**src/rtl/shift_rx.sv**
```systemverilog
// Purpose: serial-to-parallel frame receiver (start bit, WIDTH data bits, stop bit) sampled on a bit strobe.
// Latency: dout/dvalid update on the edge that samples a good stop bit, visible the following cycle.
// Backpressure: a one-word holding register, dvalid/dready. A good frame that finds it full is dropped and sets sticky ovr.
//
// Ports:
//   clk    - system clock, rising edge
//   clr    - synchronous active-high reset; aborts any frame in progress
//   sin    - serial data line, idles high
//   sen    - bit strobe; sin is sampled only when sen=1
//   dready - consumer accepts dout when dvalid=1 in the same cycle
//   dout   - received word (holding register)
//   dvalid - dout holds an unconsumed word
//   busy   - frame in progress (DATA, STOP or RECOVER)
//   ferr   - one-cycle pulse: the stop bit was sampled low
//   ovr    - sticky: a complete frame was dropped because the holding register was full
module shift_rx #(
  parameter int WIDTH     = 4,
  parameter bit MSB_FIRST = 1'b1
) (
  input  logic             clk,
  input  logic             clr,
  input  logic             sin,
  input  logic             sen,
  input  logic             dready,
  output logic [WIDTH-1:0] dout,
  output logic             dvalid,
  output logic             busy,
  output logic             ferr,
  output logic             ovr
);

  localparam logic [1:0] IDLE    = 2'd0;
  localparam logic [1:0] DATA    = 2'd1;
  localparam logic [1:0] STOP    = 2'd2;
  localparam logic [1:0] RECOVER = 2'd3;

  localparam int              CW   = (WIDTH > 2) ? $clog2(WIDTH) : 1;
  localparam logic [CW-1:0]   LAST = CW'(WIDTH - 1);

  logic [1:0]       state;
  logic [CW-1:0]    cnt;
  logic [WIDTH-1:0] shreg;
  logic [WIDTH-1:0] shreg_nxt;
  logic             good_stop;
  logic             load;

  // Next shift-register value if a data bit is taken this cycle.
  always_comb begin
    shreg_nxt = shreg;
    if (MSB_FIRST)
      shreg_nxt = {shreg[WIDTH-2:0], sin};
    else
      shreg_nxt = {sin, shreg[WIDTH-1:1]};
  end

  // A good stop bit may load even when dvalid is set, provided the old
  // word is being handed off on this very edge.
  always_comb begin
    good_stop = sen && (state == STOP) && sin;
    load      = good_stop && (!dvalid || dready);
  end

  assign busy = (state != IDLE);

  always_ff @(posedge clk) begin
    if (clr) begin
      state  <= IDLE;
      cnt    <= '0;
      shreg  <= '0;
      dout   <= '0;
      dvalid <= 1'b0;
      ferr   <= 1'b0;
      ovr    <= 1'b0;
    end else begin
      ferr <= 1'b0;

      if (sen) begin
        case (state)
          IDLE: begin
            if (!sin) begin
              state <= DATA;
              cnt   <= '0;
            end
          end
          DATA: begin
            shreg <= shreg_nxt;
            cnt   <= cnt + 1'b1;
            if (cnt == LAST)
              state <= STOP;
          end
          STOP: begin
            if (sin) begin
              if (!load)
                ovr <= 1'b1;
              state <= IDLE;
            end else begin
              ferr  <= 1'b1;
              state <= RECOVER;
            end
          end
          default: begin
            // Wait for the line to return high so a held-low line never
            // looks like a run of start bits.
            if (sin)
              state <= IDLE;
          end
        endcase
      end

      // Holding register: a load wins over a simultaneous transfer.
      if (load) begin
        dout   <= shreg;
        dvalid <= 1'b1;
      end else if (dvalid && dready) begin
        dvalid <= 1'b0;
      end
    end
  end

endmodule
```
**config.mk**
```make
export PLATFORM = sky130hd
export DESIGN_NAME = shift_rx
export DESIGN_NICKNAME = d
export VERILOG_FILES = /design/src/rtl/shift_rx.sv
export SDC_FILE = /design/constraint.sdc
export NUM_CORES = 1
export LEC_CHECK = 0
export CORE_MARGIN = 2
export CORE_UTILIZATION = 40
export CTS_BUF_LIST = sky130_fd_sc_hd__clkbuf_8 sky130_fd_sc_hd__clkbuf_16
export DETAILED_ROUTE_END_ITERATION = 6
export DONT_BUFFER_PORTS = 1
export GPL_TIMING_DRIVEN = 0
export MAX_ROUTING_LAYER = met4
export PLACE_DENSITY = 0.55
export SETUP_SLACK_MARGIN = 0.1
export SYNTH_ARGS = -nofsm -noshare
export SYNTH_HDL_FRONTEND = slang
export SYNTH_SLANG_ARGS = --single-unit
```
**constraint.sdc**
```tcl
create_clock -name clk -period 1.52 [get_ports clk]
set_clock_uncertainty 0.05 [all_clocks]
set_input_delay 0.152 -clock clk [delete_from_list [all_inputs] [get_ports clk]]
set_output_delay 0.152 -clock clk [all_outputs]
set_load 0.005 [all_outputs]
```
==> results of run 1 <==
## placed cells by master (no fill, tap or decap)
cell type / Yosys / layout
mux2i_1: 1 / 1
dfxtp_1: 15 / 15
or2b_1: 1 / 1
ha_1: 1 / 1
a22oi_1: 1 / 1
nand3b_1: 5 / 5
and3b_1: 1 / 1
and4b_1: 1 / 1
dlygate4sd3_1: 0 / 2
clkbuf_8: 0 / 3
and4b_2: 1 / 1
or2_2: 1 / 1
a21oi_1: 11 / 11
nand2_1: 10 / 10
and2b_2: 1 / 1
o21ai_0: 5 / 5
nor2b_1: 1 / 1
clkinv_2: 0 / 1
nand4b_1: 1 / 1
nor2_1: 6 / 6
nand2b_1: 1 / 1
a2bb2oi_1: 1 / 1
o21ai_1: 2 / 2
buf_2: 1 / 1
clkbuf_1: 2 / 2
buf_4: 1 / 1
buf_6: 2 / 2
## registers in the layout (all words and copies together) (netlist names)
name    cells
ferr        1
cnt         2
shreg       4
ovr         1
dvalid      1
state       2
dout        4
## area by class of cell
class,instances,area [um2]
plain buffers,6,42.5
clock buffers,3,41.3
clock inverters,1,5.00
fillers,150,777
multi-input cells,52,300
flip-flops and latches,15,300
well taps,16,20.0
repair buffers,2,20.0
## per-stage QoR
stage	hold slack, ps	setup slack [ps]	util [%]	instances	area [um2]
floorplan	171	460	-	73	643
global placement	173	380	44.0	89	663
detailed placement	175	355	44.0	89	663
CTS	73.3	333	48.4	95	729
global route	83.3	216	48.4	95	729
finish	77.7	342	48.4	95	729
## power breakdown
part           leakage [nW]  internal (W)   total, W  switching, W
clock                0.0255      0.000182   0.000325      0.000143
sequential            0.121      0.000397   0.000400    0.00000233
combinational         0.124     0.0000214  0.0000422     0.0000207
## cells by family after synthesis
kind of cell | after synthesis
AO/OA/AOI/OAI | 20
multiplexers | 1
flip-flops | 15
AND/OR/NAND/NOR | 30
buffers and inverters | 6
adder cells (fa/ha/maj) | 1
## worst reg2reg max path: cells and delay by family (launching register included)
family | cells | cell delay, ps
buf+inv | 1 | 290
compound gates | 1 | 60
simple gates | 2 | 300
flops | 1 | 340
## worst max-delay path by stage
stage                                      from                     to
after global routing        dvalid$_SDFFE_PP0P_   dout[0]$_SDFFE_PP0P_
after global placement    state[0]$_SDFFE_PP0P_   dout[2]$_SDFFE_PP0P_
after floorplan           state[1]$_SDFFE_PP0P_  state[1]$_SDFFE_PP0P_
final                     state[0]$_SDFFE_PP0P_                   busy
after CTS                 state[0]$_SDFFE_PP0P_                   busy
after detailed placement    dvalid$_SDFFE_PP0P_   dout[1]$_SDFFE_PP0P_
## layer usage
metal | vias to the layer above | share of wire [%]
met2 | 10 | 38
met5 | - | 0
met1 | 221 | 55
met3 | 5 | 3.5
li1 | 261 | -
met4 | 0 | 4.3
## timing repair
| item | in CTS | in global routing |
|---|---|---|
| setup endpoints to repair | 0 | 0 |
| hold buffers | 2 | 0 |
| endpoints found under the hold margin | 4 | 0 |
==> results.json, run 1 <==
{
  "synthXorXnorAreaFrac_pct": 0,
  "finalWirelength_um": 1210,
  "die_w_um": 44.1,
  "ios": 13,
  "synth_compound_area_share_pct": 16.5,
  "power_w": 0.000767,
  "grt_use_met1_pct": 20.4,
  "syn_area_um2": 643,
  "first_pass_iters": 4,
  "slowest_delay_ps": 300,
  "fp-row-count": 14,
  "worstSetupPathDepth": 2,
  "min_period_ps": 1180,
  "drive_above_1_share_pct": 13.9,
  "die_h_um": 44.1,
  "seq_area_frac_synth_pct": 46.7,
  "gp_congestion": 0.763,
  "drcViolationCount": 0,
  "status": "complete, no violations",
  "setup_viol": 0,
  "yosysTopAreaCell": "dfxtp_1",
  "clock.fmax_mhz": 849,
  "synthAdderAreaFrac_pct": 1.95,
  "numCtsBuffers": 3,
  "cp-end-kind": "output pin",
  "muxShareOfSynthArea_pct": 1.56,
  "grt_usage_pct": 15.7,
  "ys_types": 24,
  "drt.antenna.violating_nets": 0,
  "slew_headroom_pct": 68.2,
  "yosys-top-cells-area": "dfxtp_1 47%, a21oi_1 8.6%, nand2_1 5.8%",
  "drv_cap": 0,
  "worstRegToRegCells": 4,
  "worstPathBufferInverterCount": 1,
  "synth_edf_count": 0,
  "path_class": "flip-flop to output pin",
  "critPathLaunchType": "flip-flop",
  "tritoncts": "done",
  "dp_hpwl_um": 796,
  "rr_endpoint": "dout[1]$_SDFFE_PP0P_",
  "synthCells": 73,
  "crit_path_top_delay_cell": "dfxtp_1",
  "synth_common_cells": "15 x dfxtp_1, 11 x a21oi_1, 10 x nand2_1",
  "ir_drop_uv": 424,
  "powerDensity_nw_per_um2": 1050,
  "hold_path.startpoint": "sen",
  "period_share_pct": 77.5,
  "worst_pin_slew_ps": 476,
  "wl_per_cell_um": 12.8,
  "cp_top_family": "flip-flops",
  "grt_pass1_wl_um": 1990,
  "critPathArrivalTime_ps": 980,
  "grt_util_met2_pct": 19.1,
  "hold_depth": 1,
  "start_util_pct": 42.7,
  "root_buffer": "clkbuf_8",
  "async_reset_ff_share_pct": 0,
  "synthFlopType": "dfxtp_1",
  "core_um2": 1510,
  "critPathRequiredTime_ps": 1320,
  "busiest_layer": "met1",
  "vias": 497,
  "htree_levels": 1,
  "synth.most_common_cell": "dfxtp_1",
  "path_max_fanout": 9,
  "grt_max_degree": 11,
  "ys_ff_latch": 15,
  "hold_violations": 0,
  "yosys.area_share.simple_pct": 26.7,
  "overflow": 0,
  "hp-class": "input pin to flip-flop",
  "r2r_slack_ps": 350,
  "synth_top_family_by_area": "simple AND/OR/NAND/NOR gates",
  "cts_buffer_depth": 2,
  "cts_sinks": 15,
  "r2r-start": "dvalid$_SDFFE_PP0P_",
  "syn_to_final_growth_pct": 13.4,
  "synth_top_area_share_pct": 46.7,
  "path_clk_slew_ps": 60,
  "postCtsResizedCells": 0,
  "viasPerCell": 5.23,
  "io_buffers": 0,
  "dieArea_um2": 1940,
  "drt_iter0_markers": 6,
  "rsz0062_at_grt": "no",
  "grt_pass1_vias": 443,
  "timing.critical_path.cells": "buf_6 -> or2_2",
  "clkLatencyLatePin_ps": 250,
  "use_met3_pct": 4.08,
  "min_to": "ferr$_SDFF_PP0_",
  "finalNetCount": 86,
  "ys_warn_count": 0,
  "antenna_found_initial": 0,
  "drv_slew": 0,
  "cts_setup_buffers": 0,
  "n_antenna_cell": 0,
  "synth_nets": 79,
  "p_leak_nw": 0.271,
  "avgSynthCellArea_um2": 8.81,
  "tns_ps": 0
}
Power figures use the tool's default switching activity.
==> inputs of run 2 (changes only) <==
clock period = 1.1 ns   (was 1.52 ns; I/O delays follow)
==> run 2 against run 1 <==
Core utilization is 4.1 points higher. Largest power group unchanged. Global-route usage is 0.69 points lower. Clock-buffer cell count stayed put. Highest routed layer unchanged. Sequential share of layout area is 3.0 points lower. The flow now finishes with violations (negative setup slack). Largest cell class is now multi-input gates. Non-clock buffer count is 3 higher. Sequential power is 38% higher. Worst setup slack worse by 380 ps. Critical path depth is 2 higher. Cell count is 3.2% higher. Total power is 39% higher.
==> results.json, run 2 (same netlist as run 1, synthesis figures left out) <==
{
  "status": "finished, violations left",
  "violations": "negative setup slack",
  "powerDensity_nw_per_um2": 1350,
  "root_buffer": "clkbuf_8",
  "drive_above_1_share_pct": 26.8,
  "finalWorstSetupSlack_ps": -41.9,
  "critPathLaunchType": "flip-flop",
  "ir_drop_uv": 836,
  "viasPerCell": 5.31,
  "crit_path_top_delay_cell": "dfxtp_1",
  "fp-row-count": 14,
  "final_util_pct": 52.5,
  "dieArea_um2": 1940,
  "core_um2": 1510,
  "wl_per_cell_um": 13.1,
  "timing.critical_path.cells": "buf_6 -> nand4b_1 -> o21ai_1 -> a21oi_2",
  "worst_pin_slew_ps": 480,
  "critPathArrivalTime_ps": 1230,
  "drv_cap": 0,
  "worstPathBufferInverterCount": 1,
  "die_w_um": 44.1,
  "drv_slew": 0,
  "syn_to_final_growth_pct": 23.0,
  "path_class": "flip-flop to flip-flop",
  "reg.largest.list": "dout (4), shreg (4)",
  "period_share_pct": 104,
  "start_util_pct": 42.7,
  "gp_congestion": 0.658,
  "nFillCells": 154,
  "ios": 13,
  "place_area_um2": 682,
  "n_antenna_cell": 0,
  "grt_pass1_wl_um": 2040,
  "drcViolationCount": 0,
  "clock.fmax_mhz": 876,
  "finalWirelength_um": 1280,
  "antenna_found_initial": 0,
  "die_h_um": 44.1,
  "hold_violations": 0,
  "final_common_cell": "dfxtp_1",
  "slowest_delay_ps": 310,
  "critPathRequiredTime_ps": 1190,
  "first_pass_iters": 3,
  "rsz0062_at_grt": "yes",
  "io_buffers": 0,
  "tritoncts": "done",
  "cp-end-kind": "flip-flop",
  "finalNetCount": 89,
  "min_period_ps": 1140,
  "dp_hpwl_um": 809,
  "drt_iter0_markers": 6,
  "setup_viol": 4,
  "clkLatencyLatePin_ps": 240,
  "drt.antenna.violating_nets": 0,
  "slew_headroom_pct": 68.0,
  "cts_sinks": 15,
  "vias": 520,
  "grt_pass1_vias": 485,
  "r2r_slack_ps": -40,
  "cp_top_family": "flip-flops",
  "final_cell_mix": "14 x dfxtp_1, 9 x nand2_1, 8 x a21oi_1, 6 x nor2_1",
  "htree_levels": 1,
  "overflow": 0,
  "grt_max_degree": 11,
  "p_leak_nw": 0.295,
  "final_cell_area_um2": 791,
  "path_clk_slew_ps": 60,
  "numCtsBuffers": 3,
  "cts_buffer_depth": 2,
  "path_max_fanout": 9,
  "grt_usage_pct": 15.0,
  "hp-class": "input pin to flip-flop"
}
## run 2: worst register-to-register path, cell delays in order, from the launching register on
cell and delay (ps):
dfxtp_1 310, buf_6 130, nand4b_1 260, o21ai_1 210, a21oi_2 70
## run 2: timing repair
action	in CTS	in global routing
cloned	1	0
hold endpoints to repair	4	0
hold buffers	2	0
setup endpoints to repair	15	15
setup buffers	2	0
resized for setup	9	3
pin swaps	6	1
## run 2: layout make-up
class | instances | area [um2] | share of cell area (%)
plain buffers | 6 | 53.8 | 6.80
clock buffers | 3 | 41.3 | 5.22
clock inverters | 1 | 5.00 | 0.633
multi-input cells | 52 | 325 | 41.1
flip-flops and latches | 15 | 302 | 38.1
well taps | 16 | 20.0 | 2.53
repair buffers | 5 | 43.8 | 5.54
## run 2: worst paths after layout
path,startpoint,to,depth (start not counted)
min reg2reg,shreg[3]$_SDFFE_PP0P_,shreg[3]$_SDFFE_PP0P_,2
max,state[0]$_SDFFE_PP0P_,dout[3]$_SDFFE_PP0P_,4
max reg2reg,state[0]$_SDFFE_PP0P_,dout[3]$_SDFFE_PP0P_,4
min,sin,state[0]$_SDFFE_PP0P_,2
## run 2: through the flow
step / worst slack [ps] / total power (W) / TNS (ps) / hold slack [ps] / instances
2_1_floorplan: 54.3 / 0.000609 / 0 / 129 / 73
3_3_place_gp: -49.5 / 0.000618 / -170 / 132 / 89
3_5_place_dp: -66.1 / 0.000617 / -232 / 133 / 89
4_1_cts: -34.7 / 0.00107 / -121 / 30.6 / 98
5_1_grt: -118 / 0.00110 / -1010 / 38.0 / 98
6_report: -41.9 / 0.00107 / -126 / 28.4 / 98
## run 2: power breakdown
part | internal, W | total (W) | switching (W)
Combinational | 0.0000334 | 0.0000653 | 0.0000319
Sequential | 0.000549 | 0.000552 | 0.00000332
Clock | 0.000251 | 0.000448 | 0.000198
Total | 0.000833 | 0.00107 | 0.000233
## run 2: metal layers
layer | wire, um | part of all wire (%) | track usage (%) | vias up
li1 | - | - | - | 268
met1 | 668 | 52 | 19.7 | 238
met2 | 544 | 43 | 21.5 | 10
met3 | 46 | 3.6 | 3.67 | 4
met4 | 19 | 1.5 | 7.27 | 0
met5 | 0 | 0 | - | -
==> inputs of run 3 (changes only) <==
CORE_MARGIN = 3   (was 2)
==> run 3 against run 2 <==
The flow finishes with violations (negative hold slack, negative setup slack). Combinational power decreased by 7.7%. Routed wire length rose by 3.9%. Worst hold slack lost 170 ps. Critical endpoint is now dout[0]$_SDFFE_PP0P_. Largest cell class unchanged. Highest routed layer unchanged.
==> results.json, run 3 (same netlist as run 1, synthesis figures left out) <==
{
  "status": "finished, violations left",
  "violations": "negative hold slack, negative setup slack",
  "critPathLaunchType": "flip-flop",
  "hold_path.startpoint": "clr",
  "powerDensity_nw_per_um2": 1380,
  "drv_cap": 0,
  "htree_levels": 1,
  "worst_pin_slew_ps": 450,
  "drt.antenna.violating_nets": 0,
  "min_period_ps": 1140,
  "core_um2": 1400,
  "drt_iter0_markers": 3,
  "path_class": "flip-flop to flip-flop",
  "grt_pass1_vias": 471,
  "gp_congestion": 0.661,
  "tritoncts": "done",
  "min_to": "shreg[2]$_SDFFE_PP0P_",
  "seqPwrFrac_pct": 51.8,
  "grt_usage_pct": 15.8,
  "viasPerCell": 5.56,
  "final_cell_area_um2": 774,
  "power_frac_clock_pct": 42.5,
  "finalWirelength_um": 1330,
  "drv_slew": 0,
  "p_sw_w": 0.000235,
  "finalNetCount": 86,
  "start_util_pct": 46.0,
  "sw_frac_of_total_pct": 22.0,
  "fp-row-count": 13,
  "worstRegToRegCells": 4,
  "hold_depth": 1,
  "slowest_delay_ps": 310,
  "ios": 13,
  "critPathRequiredTime_ps": 1170,
  "cts_sinks": 15,
  "finalWorstSetupSlack_ps": -43.7,
  "root_buffer": "clkbuf_8",
  "r2r-start": "state[0]$_SDFFE_PP0P_",
  "dp_hpwl_um": 809,
  "rr_endpoint": "dout[0]$_SDFFE_PP0P_",
  "p_leak_nw": 0.283,
  "path_max_fanout": 9,
  "syn_to_final_growth_pct": 20.4,
  "numCtsBuffers": 3,
  "crit_path_top_delay_cell": "dfxtp_1",
  "r2r_slack_ps": -40,
  "power_w": 0.00107,
  "timing.critical_path.cells": "buf_6 -> nand4b_1 -> o21ai_0 -> a21oi_1",
  "grt_pass1_wl_um": 2180,
  "cp-end-kind": "flip-flop",
  "critPathArrivalTime_ps": 1220,
  "drcViolationCount": 0,
  "clkLatencyLatePin_ps": 250,
  "final_common_cell": "dfxtp_1",
  "drive_above_1_share_pct": 29.1,
  "die_w_um": 46.1,
  "rsz0062_at_grt": "yes",
  "hold_slack_ps": -138,
  "place_area_um2": 681,
  "intPower_w": 0.000831,
  "setup_viol": 6,
  "period_share_pct": 104,
  "clock.fmax_mhz": 874,
  "first_pass_iters": 4,
  "grt_max_degree": 11,
  "comb_power_share_pct": 5.7,
  "cts_buffer_depth": 2,
  "io_buffers": 0,
  "dpl_worst_slack_ps": -61.8,
  "dieArea_um2": 2120,
  "die_h_um": 46.1,
  "slew_headroom_pct": 70.0,
  "path_clk_slew_ps": 60,
  "hp-class": "input pin to flip-flop",
  "reg.largest.list": "dout (4), shreg (4)",
  "n_antenna_cell": 0,
  "antenna_found_initial": 0,
  "nFillCells": 124,
  "wl_per_cell_um": 14.1,
  "overflow": 0,
  "vias": 523,
  "final_cell_mix": "14 x dfxtp_1, 8 x nand2_1, 7 x a21oi_1, 6 x nor2_1",
  "hold_violations": 4,
  "ir_drop_uv": 664
}
run 3: cell types whose count changed in the layout (fill, tap and decap cells not counted):
cell,previous run,this run
nand2_2,1,2
a21oi_2,3,4
a21oi_1,8,7
nand2b_1,1,0
nand2_1,9,8
o21ai_0,1,3
buf_2,1,0
dlygate4sd3_1,2,0
o21ai_2,1,0
o21ai_1,5,4
nand2b_4,0,1
run 3: how the worst max path moves through the flow:
stage / startpoint / endpoint / slack [ps] / cells past startpoint
after floorplan: state[0]$_SDFFE_PP0P_ / dout[0]$_SDFFE_PP0P_ / 50 / 5
after global placement: dvalid$_SDFFE_PP0P_ / dout[2]$_SDFFE_PP0P_ / -50 / 4
after detailed placement: dvalid$_SDFFE_PP0P_ / dout[2]$_SDFFE_PP0P_ / -60 / 4
after CTS: state[0]$_SDFFE_PP0P_ / dout[2]$_SDFFE_PP0P_ / -20 / 5
after global routing: state[0]$_SDFFE_PP0P_ / dout[3]$_SDFFE_PP0P_ / -100 / 5
final: state[0]$_SDFFE_PP0P_ / dout[0]$_SDFFE_PP0P_ / -40 / 4
run 3: critical path: cells and delay by family (launching register included):
kind,cells,cell delay [ps]
flops,1,310
compound gates,2,280
simple gates,1,250
buf+inv,1,130
run 3: power groups by stage:
stage / registers (W) / clock network, W / logic, W
CTS: 0.000552 / 0.000470 / 0.0000562
detailed placement: 0.000564 / 0 / 0.0000532
global route: 0.000553 / 0.000493 / 0.0000662
global placement: 0.000564 / 0 / 0.0000528
finish: 0.000553 / 0.000453 / 0.0000603
floorplan: 0.000564 / 0 / 0.0000456
run 3: stage by stage:
step	instances	setup TNS [ps]	utilization [%]
2_1_floorplan	73	0	-
3_3_place_gp	88	-181	48.7
3_5_place_dp	88	-204	48.7
4_1_cts	94	-65.9	54.3
5_1_grt	94	-766	55.4
6_report	94	-116	55.4
run 3: layer usage:
layer | part of all wire (%) | vias up | track usage, %
met2 | 47 | 16 | 23.1
met4 | 2.9 | 0 | 11.9
met3 | 6.2 | 5 | 5.08
li1 | - | 265 | -
met5 | 0 | - | -
met1 | 44 | 237 | 17.8
run 3: area by class of cell:
class | instances | area (um2) | share of cell area (%)
sequential | 15 | 302 | 38.9
clock buffer | 3 | 41.3 | 5.33
multi-input combinational | 52 | 335 | 43.3
timing repair buffer | 2 | 18.8 | 2.42
buffer | 6 | 53.8 | 6.95
tap | 15 | 18.8 | 2.42
clock inverter | 1 | 5.00 | 0.646
run 3: repair_timing:
action / 4_1_cts / 5_1_grt
setup endpoints to repair: 15 / 15
setup buffers: 1 / 0
pin swaps: 6 / 4
resized for setup: 8 / 4
endpoints found under the hold margin: 4 / 4
gates cloned: 1 / 0
